## config.mk

```make
export PLATFORM = sky130hd
export DESIGN_NAME = rv32i_inst_encoder
export DESIGN_NICKNAME = d
export VERILOG_FILES = /design/src/rtl/rv_isa_pkg.sv /design/src/rtl/rv_sync_fifo.sv /design/src/rtl/rv32i_inst_encoder.sv
export SDC_FILE = /design/constraint.sdc
export NUM_CORES = 1
export LEC_CHECK = 0
export CELL_PAD_IN_SITES_DETAIL_PLACEMENT = 0
export CELL_PAD_IN_SITES_GLOBAL_PLACEMENT = 1
export CORE_ASPECT_RATIO = 2
export CORE_MARGIN = 2
export CORE_UTILIZATION = 48
export DETAILED_ROUTE_END_ITERATION = 10
export PLACE_DENSITY_LB_ADDON = 0.1
export SLEW_MARGIN = 20
export SYNTH_ARGS = -nofsm -noshare
export SYNTH_HDL_FRONTEND = slang
export SYNTH_SLANG_ARGS = --single-unit
```

## constraint.sdc

```tcl
create_clock -name clk -period 8.4 [get_ports clk]
set_input_delay 1.68 -clock clk [delete_from_list [all_inputs] [get_ports clk]]
set_output_delay 1.68 -clock clk [all_outputs]
set_load 0.02 [all_outputs]
```

## src/rtl/rv_isa_pkg.sv

```systemverilog
`default_nettype none
// ============================================================================
//  Module   : rv_isa_pkg
//  Brief    : RV32I opcode constants, immediate-format codes, NOP word and
//             the queued encoder entry type.
//  Revision : 1.0 - initial release
// ============================================================================
package rv_isa_pkg;

  // Major opcodes placed in inst[6:0]
  localparam logic [6:0] EXE_R     = 7'b0110011;
  localparam logic [6:0] EXE_I     = 7'b0010011;
  localparam logic [6:0] EXE_LOAD  = 7'b0000011;
  localparam logic [6:0] EXE_S     = 7'b0100011;
  localparam logic [6:0] EXE_B     = 7'b1100011;
  localparam logic [6:0] EXE_JAL   = 7'b1101111;
  localparam logic [6:0] EXE_JALR  = 7'b1100111;
  localparam logic [6:0] EXE_AUIPC = 7'b0010111;
  localparam logic [6:0] EXE_LUI   = 7'b0110111;

  // Immediate format codes, identical to the decoder's sext_type encoding
  typedef enum logic [2:0] {
    EXT_I = 3'b000,
    EXT_B = 3'b001,
    EXT_J = 3'b010,
    EXT_U = 3'b011,
    EXT_R = 3'b100,
    EXT_S = 3'b110
  } ext_type_e;

  // addi x0, x0, 0 - substituted for any bundle that cannot be encoded
  localparam logic [31:0] NOP_INST = 32'h0000_0013;

  // One queued result: error flag above the instruction word
  typedef struct packed {
    logic        err;
    logic [31:0] inst;
  } enc_word_t;

  // True when value is the sign extension of its low 'bits' bits
  function automatic logic fits_signed(input logic [31:0] value, input int bits);
    logic [31:0] upper;
    upper = 32'($signed(value) >>> (bits - 1));
    return (upper == 32'h0000_0000) || (upper == 32'hFFFF_FFFF);
  endfunction

endpackage
`default_nettype wire

```

## src/rtl/rv_sync_fifo.sv

```systemverilog
`default_nettype none
// ============================================================================
//  Module   : rv_sync_fifo
//  Brief    : Single-clock FIFO, power-of-two depth, head word read directly
//             from the storage registers (no combinational path from inputs).
//  Revision : 1.0 - initial release
// ============================================================================
module rv_sync_fifo #(
  parameter int DEPTH = 4,
  parameter int WIDTH = 33
) (
  input  logic             clk,
  input  logic             rst,
  input  logic             wr_en,
  input  logic [WIDTH-1:0] wr_data,
  input  logic             rd_en,
  output logic [WIDTH-1:0] rd_data,
  output logic             empty,
  output logic             full
);

  localparam int ADDR_W = (DEPTH > 1) ? $clog2(DEPTH) : 1;

  logic [WIDTH-1:0]  mem [DEPTH];
  logic [ADDR_W-1:0] wr_ptr;
  logic [ADDR_W-1:0] rd_ptr;
  logic [ADDR_W:0]   used;
  logic              do_wr;
  logic              do_rd;

  assign do_wr   = wr_en && !full;
  assign do_rd   = rd_en && !empty;
  assign empty   = (used == '0);
  assign full    = (used == (ADDR_W + 1)'(DEPTH));
  assign rd_data = mem[rd_ptr];

  // Storage: cleared on reset so the head reads zero until the first write
  always_ff @(posedge clk) begin
    if (rst) begin
      for (int i = 0; i < DEPTH; i++) begin
        mem[i] <= '0;
      end
    end else if (do_wr) begin
      mem[wr_ptr] <= wr_data;
    end
  end

  // Pointers wrap naturally modulo DEPTH; occupancy tracks push minus pop
  always_ff @(posedge clk) begin
    if (rst) begin
      wr_ptr <= '0;
      rd_ptr <= '0;
      used   <= '0;
    end else begin
      if (do_wr) begin
        wr_ptr <= wr_ptr + ADDR_W'(1);
      end
      if (do_rd) begin
        rd_ptr <= rd_ptr + ADDR_W'(1);
      end
      case ({do_wr, do_rd})
        2'b10:   used <= used + (ADDR_W + 1)'(1);
        2'b01:   used <= used - (ADDR_W + 1)'(1);
        default: used <= used;
      endcase
    end
  end

endmodule
`default_nettype wire

```

## src/rtl/rv32i_inst_encoder.sv

```systemverilog
`default_nettype none
// ============================================================================
//  Module   : rv32i_inst_encoder
//  Brief    : Packs a decoded RV32I field bundle into an instruction word,
//             flags unencodable immediates/formats (queued as NOP), and
//             buffers results in a FIFO behind one encode register.
//  Revision : 1.0 - initial release
// ============================================================================
module rv32i_inst_encoder
  import rv_isa_pkg::*;
#(
  parameter int DEPTH = 4,
  parameter int CNT_W = 3
) (
  input  logic             clk,
  input  logic             rst,
  input  logic             in_valid,
  output logic             in_ready,
  input  logic [2:0]       in_fmt,
  input  logic [6:0]       in_opcode,
  input  logic [2:0]       in_funct3,
  input  logic [6:0]       in_funct7,
  input  logic [4:0]       in_rs1,
  input  logic [4:0]       in_rs2,
  input  logic [4:0]       in_rd,
  input  logic [31:0]      in_imm,
  output logic             out_valid,
  input  logic             out_ready,
  output logic [31:0]      out_inst,
  output logic             out_err,
  output logic [CNT_W-1:0] count
);

  ext_type_e   fmt;
  logic [31:0] packed_inst;
  logic        range_err;
  enc_word_t   enc_word;

  logic        enc_valid;
  enc_word_t   enc_q;
  logic        enc_adv;
  logic        push;
  logic        pop;
  logic [CNT_W-1:0] count_q;

  logic        fifo_empty;
  logic        fifo_full;
  enc_word_t   head;

  assign fmt = ext_type_e'(in_fmt);

  // Field packing and range check for the bundle currently on the inputs
  always_comb begin
    packed_inst = 32'h0000_0000;
    range_err   = 1'b0;
    case (fmt)
      EXT_I: begin
        packed_inst = {in_imm[11:0], in_rs1, in_funct3, in_rd, in_opcode};
        range_err   = !fits_signed(in_imm, 12);
      end
      EXT_S: begin
        packed_inst = {in_imm[11:5], in_rs2, in_rs1, in_funct3, in_imm[4:0], in_opcode};
        range_err   = !fits_signed(in_imm, 12);
      end
      EXT_B: begin
        packed_inst = {in_imm[12], in_imm[10:5], in_rs2, in_rs1, in_funct3,
                       in_imm[4:1], in_imm[11], in_opcode};
        range_err   = !fits_signed(in_imm, 13) || in_imm[0];
      end
      EXT_U: begin
        packed_inst = {in_imm[31:12], in_rd, in_opcode};
        range_err   = (in_imm[11:0] != 12'h000);
      end
      EXT_J: begin
        packed_inst = {in_imm[20], in_imm[10:1], in_imm[11], in_imm[19:12], in_rd, in_opcode};
        range_err   = !fits_signed(in_imm, 21) || in_imm[0];
      end
      EXT_R: begin
        packed_inst = {in_funct7, in_rs2, in_rs1, in_funct3, in_rd, in_opcode};
      end
      default: begin
        range_err = 1'b1;
      end
    endcase
    enc_word.err  = range_err;
    enc_word.inst = range_err ? NOP_INST : packed_inst;
  end

  // The encode slot frees when it is empty or its word moves into the FIFO.
  // count covers the encode slot as well, so accepted bundles never exceed DEPTH.
  assign enc_adv   = !enc_valid || !fifo_full;
  assign in_ready  = (count_q < CNT_W'(DEPTH)) && enc_adv;
  assign push      = in_valid && in_ready;
  assign out_valid = !fifo_empty;
  assign pop       = out_valid && out_ready;
  assign count     = count_q;
  assign out_inst  = head.inst;
  assign out_err   = head.err;

  // Encode register: captures the packed word, holds while the FIFO is full
  always_ff @(posedge clk) begin
    if (rst) begin
      enc_valid <= 1'b0;
      enc_q     <= '0;
    end else if (enc_adv) begin
      enc_valid <= push;
      if (push) begin
        enc_q <= enc_word;
      end
    end
  end

  // Occupancy of encode slot plus FIFO: accepted bundles not yet consumed
  always_ff @(posedge clk) begin
    if (rst) begin
      count_q <= '0;
    end else begin
      case ({push, pop})
        2'b10:   count_q <= count_q + CNT_W'(1);
        2'b01:   count_q <= count_q - CNT_W'(1);
        default: count_q <= count_q;
      endcase
    end
  end

  rv_sync_fifo #(
    .DEPTH (DEPTH),
    .WIDTH (33)
  ) u_fifo (
    .clk     (clk),
    .rst     (rst),
    .wr_en   (enc_valid),
    .wr_data (enc_q),
    .rd_en   (pop),
    .rd_data (head),
    .empty   (fifo_empty),
    .full    (fifo_full)
  );

endmodule
`default_nettype wire

```

-- Word level (Yosys, flattened, before mapping)
Memories as Yosys holds them, arrays and structs flattened. A register that Yosys moved wholly into a read port is not among the register bits.
Index checks and enable logic that the tools add are counted.
- add/subtract/negate cells: 6
- order comparisons: 1
- equal/unequal tests: 13
- multiplexer cells: 15
- reductions and logical operators: 28
- operators by type and width (cell ; number):
    case mux 32 bit (6 select lines) ; 1
    equality test 32 bit (second input constant) ; 3
    zero test 32 bit ; 3
    two-way mux 33 bit ; 1
    OR reduction 33 bit ; 1
    two-way mux 32 bit ; 1
    case mux 3 bit (2 select lines) ; 2
    nonzero test 12 bit ; 1
    equality test 3 bit (second input constant) ; 3
    adder 3 x 1 -> 3 bit (second input constant) ; 2
    equality test 3 x 2 -> 1 bit (second input constant) ; 2
    zero test 1 bit ; 6
    zero test 3 bit ; 2
    logical OR 1 bit ; 6
    two-way mux 1 bit ; 6
    two-way mux 2 bit ; 3
    subtractor 3 x 1 -> 3 bit (second input constant) ; 2
    logical AND 1 bit ; 5
    case mux 1 bit (5 select lines) ; 1
    adder 2 x 1 -> 2 bit (second input constant) ; 2
    equality test 2 x 1 -> 1 bit (second input constant) ; 2
    equality test 2 bit (second input constant) ; 2
    nonzero test 2 bit ; 2
    equality test 3 x 1 -> 1 bit (second input constant) ; 1
    3 further kinds ; 3
- bits in registers: 44
- bits in writable memories: 132
- input port bits: 71
- output and inout port bits: 38
- logic and storage cells: 71
- memories kept: 1
- memory list (memory ; depth ; width ; rd ports ; clocked after memory_dff ; write ports ; line ; source):
    u_fifo.mem ; 4 ; 33 ; 1 ; 1 ; 4 ; rv_sync_fifo.sv:24 ; logic [WIDTH-1:0] mem [DEPTH];

-- Longest topological paths before layout
- depth after elaboration: 8
- depth in mapped cells: 12
- mapped depth without buffers: 10

-- Hierarchy
Synthesis repeated with hierarchy kept, for this count alone.
- cell total of the unflattened synthesis: 663
- area total of the unflattened synthesis: 8992.4 um^2
- by module, submodules not included (module ; times used ; cells an instance ; area an instance (um^2) ; seq. area each (um^2)):
    rv_sync_fifo ; 1 ; 371 ; 6177.2 ; 4144.0
    rv32i_inst_encoder ; 1 ; 292 ; 2815.2 ; 740.7

-- Worst setup path after synthesis
OpenSTA, ideal clock, no wires.
- kind: input to register
- start: input port in_valid
- end: register count_q[2] (netlist: count[2])
- setup time: 0.070 ns
- data arrival time: 3.625 ns
- required time: 8.330 ns
- path slack: 4.705 ns
- cell stages on the path: 10
- path buffers: 2
- path through: and2_1 inv_2 clkbuf_1 clkbuf_1 ha_1 inv_1 fa_1 xor2_1 or3_1 a21oi_1
- longest elaborated chain between the ends: 3
- elaborated cells on any way between the ends: 5
- classes of those cells: 2 x eq/ne; 1 x mux; 2 x reduce/logical
- ends and longest elaborated chain (item ; line ; source):
    from (decl) ; rv32i_inst_encoder.sv:17 ; input logic in_valid,
    logical AND 1 bit * ; rv32i_inst_encoder.sv:93 ; assign push = in_valid && in_ready;
    equality test 2 x 1 -> 1 bit / equality test 2 bit (equally long branches) ; rv32i_inst_encoder.sv:118 ; case ({push, pop})
    case mux 3 bit (2 select lines) / nonzero test 2 bit (equally long branches) ; n/a ;
    to (signal assigned) ; rv32i_inst_encoder.sv:119 ; 2'b10: count_q <= count_q + CNT_W'(1);
    to (signal assigned) ; rv32i_inst_encoder.sv:120 ; 2'b01: count_q <= count_q - CNT_W'(1);
    to (signal assigned) ; rv32i_inst_encoder.sv:121 ; default: count_q <= count_q;
    to (decl) ; rv32i_inst_encoder.sv:44 ; logic [CNT_W-1:0] count_q;
Mark *: on every way between the ends. The rest lies on a longest branch, timed or not.
A chain may end at the register's enable or synchronous reset.

-- Final worst setup path
Same ends and word-level chain as after synthesis.

==> results.toml <==
[floorplanning]
die_h_um = 193
die_width_um = 98.4
rows = 69
ioPinCount = 109
core_area_um2 = 17600
starting_utilization_of_the_core_area_pct = 48.6
fp.dieArea_um2 = 19000

[power]
leakagePower_nw = 3.79
power.density_nw_per_um2 = 244
vdd.ir_drop.worst_mv = 0.184
power_mw = 2.52

[synth]
synth_common_cells = "edfxtp_1, nor2_1, nand2_1"
ys.flop_type = "edfxtp_1"
synth.lib_cells_used.distinct = 47
synth.largest_area_cell = "edfxtp_1"
synth_top_area_share_pct = 46.3
synth_seq_area_share_pct = 57.0
synth_fp_nets = 790
synth-edff-count = 132
synth_async_sr_flop_share_pct = 0
postSynthRegisterBits = 178
netlist_instances = 715
yosysWarnings = 0
synth_most_common_cell = "edfxtp_1"
ys_top_cells_by_area = "edfxtp_1, dfxtp_1, mux4_2, nor2_1, nand3b_1"
syn-mean-instance-area_um2 = 12.0
synth_area_um2 = 8560

[critical_path]
timing.critical_path.from_type = "input pin"
worst-endpoint-required_ns = 8.74
worstSetupPathType = "input pin to flop"
slowest_delay_ns = 0.60
worstPathCellList = "clkdlybuf4s50_1, and2_1, inv_2, ha_1, inv_1, fa_1, xor2_1, or3_1, a21oi_1"
crit_buf_inv = 3
crit_path_max_fanout = 40
cp_slowest_cell = "inv_2"
worstPathArrival_ns = 4.53
critical_path.endpoint_type = "flop"
critical_path.top_delay_family = "buffers and inverters"

[sta]
min_period_ns = 4.19
finalClockSkew_ns = 0.00887
timing.slew.headroom_pct = 31.6
setup-violations-final = 0
timing_max_transition_violations_final = 0
rsz_0062_raised_after_global_routing = "no"
finalHoldViolations = 0
worst_hold_slack_ns = 0.507
timing_worst_slew_pin_value_ns = 1.03
timing.setup.tns_ns = 0
final_min_period_over_clock_period_pct = 49.9
max_frequency_mhz = 239

[route]
finalWirelength_um = 18300
routed_wire_length_per_instance_um = 17.9
avgViaCountPerCell = 5.60
drt_first_pass_iters = 5
drcViolationCount = 0
first_iter_violations = 344
drt_antenna_net_count = 0
via_count = 5712

[cts]
clock_tree.htree_level_count = 4
cts_sinks = 178
clock-root-buffer = "clkbuf_16"
cts_clk_pin_slew_worst_paths_ns = 0.07
ctsLongestPathBuffers = 2
tritoncts.num_buffers = 17
cts_resized = 0
cts_hold_buf = 0
post_cts.repair.setup_buffers = 0
insertion_delay_ns = 0.42
tritoncts = "built"

[global_route]
first_pass_grt_wire_length_um = 29600
number_of_global_route_vias_before_repair = 5650
grt.total_usage_pct = 20.0
antenna_violations_before_repair = 0
grt_start_max_net_pins = 77
grt.overflow.total = 0

[finish]
stdcell_count = 1020
fill_cells = 1524
combined_area_of_the_multi_input_logic_cells_um2 = 3310
design_area_um2 = 10300
area_growth_syn_to_layout_pct = 20.9
seqCellArea_um2 = 4890
antennaDiodeCount = 0
numnets_final = 869
post_route_cells_drive_above_1_share_pct = 13.0

[place]
dpl-instance-area_um2 = 9760
place_inst = 988
hpwlAfterDp_um = 11800
globalplace.congestion = 0.817
port_bufs = 108

[flow_run]
cap_violations = 0

[status]
run_status = "finished, final reports clean"

[hold_path]
hold_path.class = "flop to flop"
==> layout by cell type (no fill, tap or decap), drive strengths merged, types with 12 or more instances in the layout <==
cell	count
or3	12
inv	47
a22oi	12
dfxtp	46
and2	35
a21oi	23
a31oi	12
nand2	47
edfxtp	132
mux4	34
o41ai	17
nand3b	33
o31ai	12
nor2	97
mux2i	14
nor2b	15
clkdlybuf4s50	106
clkbuf	23
==> kinds of logic after synthesis <==
family	synth area share, %
muxes	10.6
AOI/OAI and AO/OA	10.1
buffers and inverters	4.73
DFF	57.0
xor gates and xnor gates	0.921
adders and majority gates	0.760
and+or+nand+nor	15.8
==> power breakdown <==
| part | leakage (nW) | internal, mW | switching [mW] |
|---|---|---|---|
| Sequential | 1.74 | 1.02 | 0.0456 |
| Combinational | 1.75 | 0.325 | 0.372 |
| Clock | 0.294 | 0.441 | 0.325 |
==> flip-flops by register name (all words and copies together) (netlist names), named ones only <==
name and flops:
count 3, enc_q 33, enc_valid 1, u_fifo.mem 132, u_fifo.rd_ptr 2, u_fifo.used 3, u_fifo.wr_ptr 2
==> routing by layer <==
metal | track usage (%) | part of all wire [%]
met3 | 3.51 | 3.9
met4 | 5.69 | 1.2
met5 | 0 | 0
met1 | 26.6 | 43
met2 | 33.9 | 51
==> worst min-delay path, delay by kind of cell (launching register included) <==
family,cells,cell delay (ns)
flops,1,0.33
simple gates,1,0.08
compound gates,1,0.06
==> through the flow <==
stage / worst slack [ns] / util, %
floorplan: 4.70 / -
global placement: 3.83 / 55.4
detailed placement: 3.78 / 55.4
CTS: 4.17 / 58.8
global route: 3.96 / 58.8
finish: 4.21 / 58.8
==> path summary, 6_finish.rpt <==
| check | from | end | depth (start not counted) | slack, ns |
|---|---|---|---|---|
| min | enc_valid$_SDFFE_PP0N_ | enc_valid$_SDFFE_PP0N_ | 2 | 0.51 |
| max reg2reg | u_fifo.used[0]$_SDFFE_PP0P_ | count[2]$_SDFFE_PP0P_ | 10 | 5.09 |
| min reg2reg | enc_valid$_SDFFE_PP0N_ | enc_valid$_SDFFE_PP0N_ | 2 | 0.51 |
| max | in_valid | count[2]$_SDFFE_PP0P_ | 9 | 4.21 |
==> cell type report <==
type	count	share of cell area [%]
clock buffers	23	5.04
flip-flops and latches	178	47.2
clock inverters	9	0.617
well taps	213	2.58
multi-input cells	437	32.0
inverters	43	1.56
repair buffers	117	11.0
No activity file was read; power rests on OpenSTA's default activity.
